**config.mk**
```make
export PLATFORM = sky130hd
export DESIGN_NAME = dsp_preadd_mult
export DESIGN_NICKNAME = d
export VERILOG_FILES = /design/src/rtl/dsp_preadd_mult.sv
export SDC_FILE = /design/constraint.sdc
export NUM_CORES = 1
export LEC_CHECK = 0
export BUFFER_PORTS_ARGS = -buffer_cell sky130_fd_sc_hd__buf_2
export CAP_MARGIN = 40
export CORE_UTILIZATION = 40
export DETAILED_ROUTE_END_ITERATION = 12
export REMOVE_ABC_BUFFERS = 1
export SYNTH_ARGS = -nofsm -noshare
export SYNTH_HDL_FRONTEND = slang
export SYNTH_SLANG_ARGS = --single-unit
```
**constraint.sdc**
```tcl
create_clock -name clk -period 7.89 [get_ports clk]
set_input_delay 1.9725 -clock clk [delete_from_list [all_inputs] [get_ports clk]]
set_output_delay 1.9725 -clock clk [all_outputs]
set_load 0.005 [all_outputs]
```
**src/rtl/dsp_preadd_mult.sv**
```systemverilog
`default_nettype none
// ============================================================================
// Module   : dsp_preadd_mult
// Purpose  : Pre-adder / multiplier stage of a DSP48A1-style slice.
//            Forms D+B, D-B or B, optionally registers it as the B1 value
//            (with A and a valid bit aligned alongside). It then forms the
//            signed WIDTHxWIDTH product and optionally registers it as the
//            M value for the post-adder.
// Revision : 1.0 - initial release
// ----------------------------------------------------------------------------
// Parameters
//   WIDTH  operand width of A, B, D (product is 2*WIDTH)
//   B1REG  1 = register pre-adder result, 0 = combinational pass
//   MREG   1 = register multiplier output, 0 = combinational pass
// Ports
//   clk         rising-edge clock
//   rst         asynchronous active-low reset (clears all registers)
//   a_in        signed multiplicand
//   b_in        B operand
//   d_in        D operand (pre-adder only)
//   opmode_pre  bit1 = use pre-adder, bit0 = subtract (D-B)
//   in_valid    inputs valid this cycle
//   ce_b1       clock enable, B1 stage (B1 value, aligned A, valid)
//   ce_m        clock enable, M stage (product, valid)
//   b1_out      B1 value (BCOUT cascade)
//   m_out       signed 2*WIDTH product
//   out_valid   m_out valid
// Build option
//   DSP_PREADD_EN  defined   : pre-adder present
//                  undefined : pre = b_in; d_in and opmode_pre ignored
// ============================================================================
module dsp_preadd_mult #(
  parameter int WIDTH = 18,
  parameter int B1REG = 1,
  parameter int MREG  = 1
) (
  input  logic                 clk,
  input  logic                 rst,
  input  logic [WIDTH-1:0]     a_in,
  input  logic [WIDTH-1:0]     b_in,
  input  logic [WIDTH-1:0]     d_in,
  input  logic [1:0]           opmode_pre,
  input  logic                 in_valid,
  input  logic                 ce_b1,
  input  logic                 ce_m,
  output logic [WIDTH-1:0]     b1_out,
  output logic [2*WIDTH-1:0]   m_out,
  output logic                 out_valid
);

  logic [WIDTH-1:0]   w_pre;
  logic [WIDTH-1:0]   w_b1;
  logic [WIDTH-1:0]   w_a1;
  logic               w_v1;
  logic [2*WIDTH-1:0] w_prod;
  logic [2*WIDTH-1:0] w_m;
  logic               w_vm;

  // --------------------------------------------------------------------------
  // Pre-adder: modulo 2^WIDTH, carry-out discarded
  // --------------------------------------------------------------------------
`ifdef DSP_PREADD_EN
  always_comb begin
    w_pre = b_in;
    if (opmode_pre[1]) begin
      w_pre = opmode_pre[0] ? (d_in - b_in) : (d_in + b_in);
    end
  end
`else
  assign w_pre = b_in;

  logic w_unused_preadd;
  assign w_unused_preadd = ^{d_in, opmode_pre};
`endif

  // --------------------------------------------------------------------------
  // B1 stage. A disabled stage holds (it does not zero like the input stages),
  // so a stalled item is presented again to the M stage.
  // --------------------------------------------------------------------------
  generate
    if (B1REG != 0) begin : g_b1_reg
      logic [WIDTH-1:0] r_b1;
      logic [WIDTH-1:0] r_a1;
      logic             r_v1;

      always_ff @(posedge clk or negedge rst) begin
        if (!rst) begin
          r_b1 <= '0;
          r_a1 <= '0;
          r_v1 <= 1'b0;
        end else if (ce_b1) begin
          r_b1 <= w_pre;
          r_a1 <= a_in;
          r_v1 <= in_valid;
        end
      end

      assign w_b1 = r_b1;
      assign w_a1 = r_a1;
      assign w_v1 = r_v1;
    end else begin : g_b1_comb
      assign w_b1 = w_pre;
      assign w_a1 = a_in;
      assign w_v1 = in_valid;

      logic w_unused_ce_b1;
      assign w_unused_ce_b1 = ce_b1;
    end
  endgenerate

  // --------------------------------------------------------------------------
  // Multiplier: operands sign-extended to the full product width so the
  // 2*WIDTH result is the exact signed product.
  // --------------------------------------------------------------------------
  assign w_prod = $signed({{WIDTH{w_a1[WIDTH-1]}}, w_a1}) *
                  $signed({{WIDTH{w_b1[WIDTH-1]}}, w_b1});

  // --------------------------------------------------------------------------
  // M stage
  // --------------------------------------------------------------------------
  generate
    if (MREG != 0) begin : g_m_reg
      logic [2*WIDTH-1:0] r_m;
      logic               r_vm;

      always_ff @(posedge clk or negedge rst) begin
        if (!rst) begin
          r_m  <= '0;
          r_vm <= 1'b0;
        end else if (ce_m) begin
          r_m  <= w_prod;
          r_vm <= w_v1;
        end
      end

      assign w_m  = r_m;
      assign w_vm = r_vm;
    end else begin : g_m_comb
      assign w_m  = w_prod;
      assign w_vm = w_v1;

      logic w_unused_ce_m;
      assign w_unused_ce_m = ce_m;
    end

    // Fully combinational build has no clocked logic at all.
    if ((B1REG == 0) && (MREG == 0)) begin : g_no_regs
      logic w_unused_clk;
      assign w_unused_clk = clk ^ rst;
    end
  endgenerate

  assign b1_out    = w_b1;
  assign m_out     = w_m;
  assign out_valid = w_vm;

endmodule
`default_nettype wire

```
# Word level (Yosys, flattened, before mapping)
# Index checks and enable logic that the tools add are counted.
# Widths: inputs -> output; s select.
word_totals:
  register_bits: 74
  inputBits: 61
  output_inout_bits: 55
  elab_cells: 6
classes:
  n_mul: 1
op_table:
  columns: ["cell", "n"]
  rows:
  - ["$mul 18x18->36", 1]

# Longest topological paths before layout
logic_depth:
  depth_word: 1
  mapped_depth: 25
  depth_no_buf: 22

# Worst setup path after synthesis
# OpenSTA, ideal clock, no wires.
synth_path:
  path_type: "register to register"
  startpoint: "register g_b1_reg.r_b1[3] (netlist: b1_out[3])"
  endpoint: "register g_m_reg.r_m[32] (netlist: m_out[32])"
  setup_time_ps: 71
  t_arrival_ps: 6215
  t_required_ps: 7819
  setup_slack_ps: 1604
  path_stages_with_launch: 21
  n_path_buf: 3
  period_less_slack_ps: 6286
  cell_sequence: "dfrtp_1 > clkbuf_1 > clkbuf_1 > nand2_1 > fa_1 > inv_1 > fa_1 > fa_1 > fa_1 > fa_1 > inv_1 > fa_1 > inv_1 > ha_1 > clkbuf_1 > nand3_1 > or3_1 > o211ai_2 > a21oi_1 > or4_1 > nand4_1"
synth_between:
  elab_chain_cells: 1
synth_rtl:
  columns: ["item", "line", "rtl"]
  rows:
  - ["start, declared", "82", "logic [WIDTH-1:0] r_b1;"]
  - ["start signal, assigned", "92", "r_b1 <= w_pre;"]
  - ["$mul 18x18->36", "115", "assign w_prod = $signed({{WIDTH{w_a1[WIDTH-1]}}, w_a1}) *"]
  - ["end signal, assigned", "131", "r_m <= w_prod;"]
  - ["end, declared", "123", "logic [2*WIDTH-1:0] r_m;"]
# No other way between the ends.
# A chain may end at the register's enable or synchronous reset.

# Worst setup path in the final report
layout_path:
  startpoint: "register g_b1_reg.r_b1[2] (netlist: b1_out[2])"
  endpoint: "register g_m_reg.r_m[35] (netlist: m_out[35])"
# The elaborated chain is that of the path after synthesis.

==> results by stage <==
Run status:
- The flow ran to the end, and the final reports show no timing, DRC or antenna violations.

Setup path:
- The worst setup path is of the reg -> reg kind.
- The sort of element at the start of the critical path is a flop.
- The cell at the slowest stage of the critical path is sky130_fd_sc_hd__dfrtp_1.
- The endpoint kind of the worst setup timing path is a flop.
- On the worst path, the slowest cell contributes a delay of between 600 and 700 ps.
- The signal on the critical path passes through and2_1 -> fa_1 -> inv_1 -> fa_1 -> inv_1 -> ha_1 -> inv_1 -> fa_1 -> inv_1 -> fa_1 -> inv_1 -> fa_1 -> inv_1 -> ha_1 -> a2111oi_0 -> o21ai_0 -> nand4_1 -> o2111ai_1 -> o211a_1 -> o21a_1 -> o211ai_1.
- STA puts the critical path data required time at about 8200 ps.
- The largest driver fanout on the critical path is 20.
- The most used cell along the critical path is sky130_fd_sc_hd__inv_1.
- Data arrives at the worst endpoint at approximately 7200 ps.
- The length in cells of the worst reg-to-reg path is 21.

Route:
- For this block, the routed nets add up to approximately 38,000 um of wire.
- Dividing the detail-routed via count by the number of cells gives 4.965.
- The post-route antenna net violation count is 0.
- Across all layers, the routed design uses 10,490 vias.
- After detailed routing, the average wire length per cell comes to between 15 and 20 um.
- The number of detailed-routing iterations run before antenna repair is 5.
- In the routed design, unresolved DRC markers number 0.
- The iteration-0 DRC count of the detailed router is just over 500.

Die:
- During I/O placement, the number of pins put on the boundary was about 120.
- The row count is 70.
- The floorplan step defined a core boundary enclosing roughly 0.037 mm^2.
- The initial utilization of the core area, before any placement, comes to 40.97%.
- The die span in y is about 200 um.
- The die is 196.3 um wide.
- The floorplan step defined a die boundary enclosing 0.03855 mm^2.

STA:
- The worst pin sits at a relative slew slack of between 30% and 40%.
- The setup total negative slack is 0 ps.
- The final-report setup violation count is 0.
- The setup skew after layout is about 20 ps.
- The hold violation count in the final report is 0.
- After layout, the worst path uses 87.40% of the clock period.
- The count of final max-slew check failures is 0.
- Timing would allow up to 145.0 MHz.
- For the pin with the worst max-slew slack, the measured transition is 933.6 ps.
- Setup repair after global routing left no endpoint under its margin.
- The minimum clock period is 6896 ps.

Global route:
- In this run the most used layer during global routing was met2.
- Global routing used a little over a fifth of the available tracks.
- For this run, global-route usage on met1 was measured as a little over a quarter.
- The number of global-route vias before repair is between 10,000 and 15,000.
- The initial antenna violation count came to 1.
- The pin count of the biggest net entering global routing is between 50 and 60.
- Global routing consumed, on the met3 layer, 3.833% of the routing resources.
- The global-route wire length before repair is 62,780 um.
- In the global route stage, met2 resource usage came out at ~38%.
- The total overflow reported by the global router is 0.

CTS:
- After clock tree synthesis, the clock-pin slew on the worst setup and hold paths is 70 ps.
- The clock net sink count is between 70 and 80.
- The H-tree was split into 3 levels.
- The number of buffers on the longest clock path is 2.
- In this run the clock root is driven by a sky130_fd_sc_hd__clkbuf_16.
- The number of gates resized after CTS is 0.
- Clock latency on the worst-skew pair, taken at its later pin, is between 300 and 400 ps.
- For this design, the CTS-stage hold fixing added 0 buffers.
- TritonCTS built the clock tree.
- The number of setup buffers added after CTS is 0.
- Counting the buffers created by CTS gives 9.

Cells and area:
- Leaving out fill and tap cells, the most frequent cell in the layout is sky130_fd_sc_hd__inv_1.
- The final-layout fill cell count is 3,567.
- At the end of the flow, the number of nets in the layout was 2,086.
- The library cells used most frequently in the layout, excluding fill and tap cells, are sky130_fd_sc_hd__inv_1 (377), sky130_fd_sc_hd__fa_1 (329), sky130_fd_sc_hd__nand2_1 (164).
- From synthesis to final layout, the design area changed by 9.169%.
- Cells with a size suffix above 1 make up around 13% of the layout.

Flow run:
- The tool flagged a number of max-cap violations equal to 0.

Yosys:
- The fraction of registers with async set or reset after synthesis is 100.0%.
- The average instance in the mapped netlist occupies 9.752 um^2.
- The cell area that synthesis handed to floorplanning was 0.01511 mm^2.
- The leading register cell type out of synthesis is sky130_fd_sc_hd__dfrtp_1.
- The gate count after technology mapping is 1,549.
- The share of the synthesized area in the top cell type is between 40 and 50%.
- In this run, synthesis produced a sequential element count of between 70 and 80.
- For this run, the number of Yosys warnings is 0.
- Counting flops with a built-in enable in the synthesized netlist gives 0.
- Counting distinct cell types in the post-synthesis netlist gives 61.
- The dominant cell type by area after synthesis is sky130_fd_sc_hd__fa_1.
- The post-synthesis sequential area ratio is about an eighth.
- By area the synthesized netlist is led by sky130_fd_sc_hd__fa_1 (44%), sky130_fd_sc_hd__dfrtp_1 (12%), sky130_fd_sc_hd__inv_1 (9.4%), sky130_fd_sc_hd__ha_1 (7.7%), sky130_fd_sc_hd__and2_1 (6.7%).

Hold path:
- Along the worst hold path, the cell count comes to 1.
- In this run the worst hold path is classified as reg -> reg.

Placed design:
- The HPWL reported at the end of detailed placement is 31,550 um.
- The congestion estimate from routability-driven global placement came to around 0.85.
- The count of buffers added on input and output ports is between 90 and 100.
worst max-delay path: cells and delay by family, from the launching register on:
| family | cells | cell delay [ps] |
|---|---|---|
| fa+ha+maj | 7 | 3520 |
| compound gates | 6 | 1500 |
| flops | 1 | 660 |
| buf+inv | 6 | 610 |
| simple gates | 2 | 480 |
registers in the layout, summed over array words and instances, names as in the netlist:
name and flops:
out_valid 1, m_out 36, g_b1_reg.r_v1 1, g_b1_reg.r_a1 18, b1_out 18
synthesized netlist by cell type (all sizes together), types with 2 or more instances:
| master | instances |
|---|---|
| a2111oi | 3 |
| a211oi | 9 |
| a21boi | 6 |
| a21o | 10 |
| a21oi | 24 |
| a221oi | 2 |
| a31oi | 2 |
| and2 | 161 |
| and3 | 3 |
| buf | 2 |
| clkbuf | 76 |
| dfrtp | 74 |
| fa | 329 |
| ha | 93 |
| inv | 377 |
| mux2 | 57 |
| nand2 | 164 |
| nand2b | 3 |
| nand3 | 6 |
| nand3b | 3 |
| nand4 | 6 |
| nor2 | 13 |
| nor2b | 17 |
| nor3 | 6 |
| o2111ai | 5 |
| o211ai | 10 |
| o21a | 8 |
| o21ai | 15 |
| o21bai | 4 |
| o221a | 2 |
| o31a | 2 |
| o31ai | 8 |
| or2 | 4 |
| or3 | 6 |
| xnor2 | 21 |
| xor2 | 3 |
final cells by class:
| type | count | area [um^2] | area share [%] |
|---|---|---|---|
| Clock inverter | 6 | 90.09 | 0.5463 |
| Timing Repair Buffer | 121 | 733.2 | 4.446 |
| Tap cell | 504 | 630.6 | 3.824 |
| Antenna cell | 1 | 2.502 | 0.01517 |
| Multi-Input combinational cell | 1020 | 11540 | 69.97 |
| Sequential cell | 74 | 1852 | 11.23 |
| Clock buffer | 10 | 229.0 | 1.388 |
| Inverter | 377 | 1415 | 8.581 |
metrics by stage:
stage	setup slack [ps]	hold WS, ps	util [%]	cells	cell area (um^2)
3_3_place_gp	1118	461.9	43.61	2092	16080
6_report	993.9	481.9	44.72	2113	16490
4_1_cts	1023	482.5	44.72	2112	16490
2_1_floorplan	1926	469.9	-	1471	14810
3_5_place_dp	1080	467.7	43.85	2096	16170
5_1_grt	566.8	507.6	44.72	2113	16490
path summary, 6_finish.rpt:
kind | from | end | slack, ps
setup / recovery | b1_out[2]$_DFFE_PN0P_ | m_out[35]$_DFFE_PN0P_ | 990
hold / removal | m_out[23]$_DFFE_PN0P_ | m_out[23]$_DFFE_PN0P_ | 480
setup reg to reg | b1_out[2]$_DFFE_PN0P_ | m_out[35]$_DFFE_PN0P_ | 990
hold reg to reg | m_out[23]$_DFFE_PN0P_ | m_out[23]$_DFFE_PN0P_ | 480
max in group asynchronous | rst | m_out[3]$_DFFE_PN0P_ | 5760
min in group asynchronous | rst | m_out[34]$_DFFE_PN0P_ | 1550
kinds of logic (layout without fill, tap and decap cells):
logic type	after synthesis	count (layout)	share of synthesized area, %
buffers and inverters	455	514	11.36
adders and majority gates	422	422	51.30
and+or+nand+nor	397	397	13.48
AOI/OAI and AO/OA	120	120	5.956
DFF	74	74	12.26
muxes	57	57	4.249
xor gates and xnor gates	24	24	1.392
other	0	1	0
layer usage:
metal | vias to the layer above | routed length [um]
li1 | 4719 | -
met1 | 5485 | 15590
met4 | 0 | 813
met2 | 244 | 19700
met5 | - | 0
met3 | 42 | 2044
Power is not shown: default switching activity piles up to over one toggle a cycle in this logic, so the estimate is an artifact.
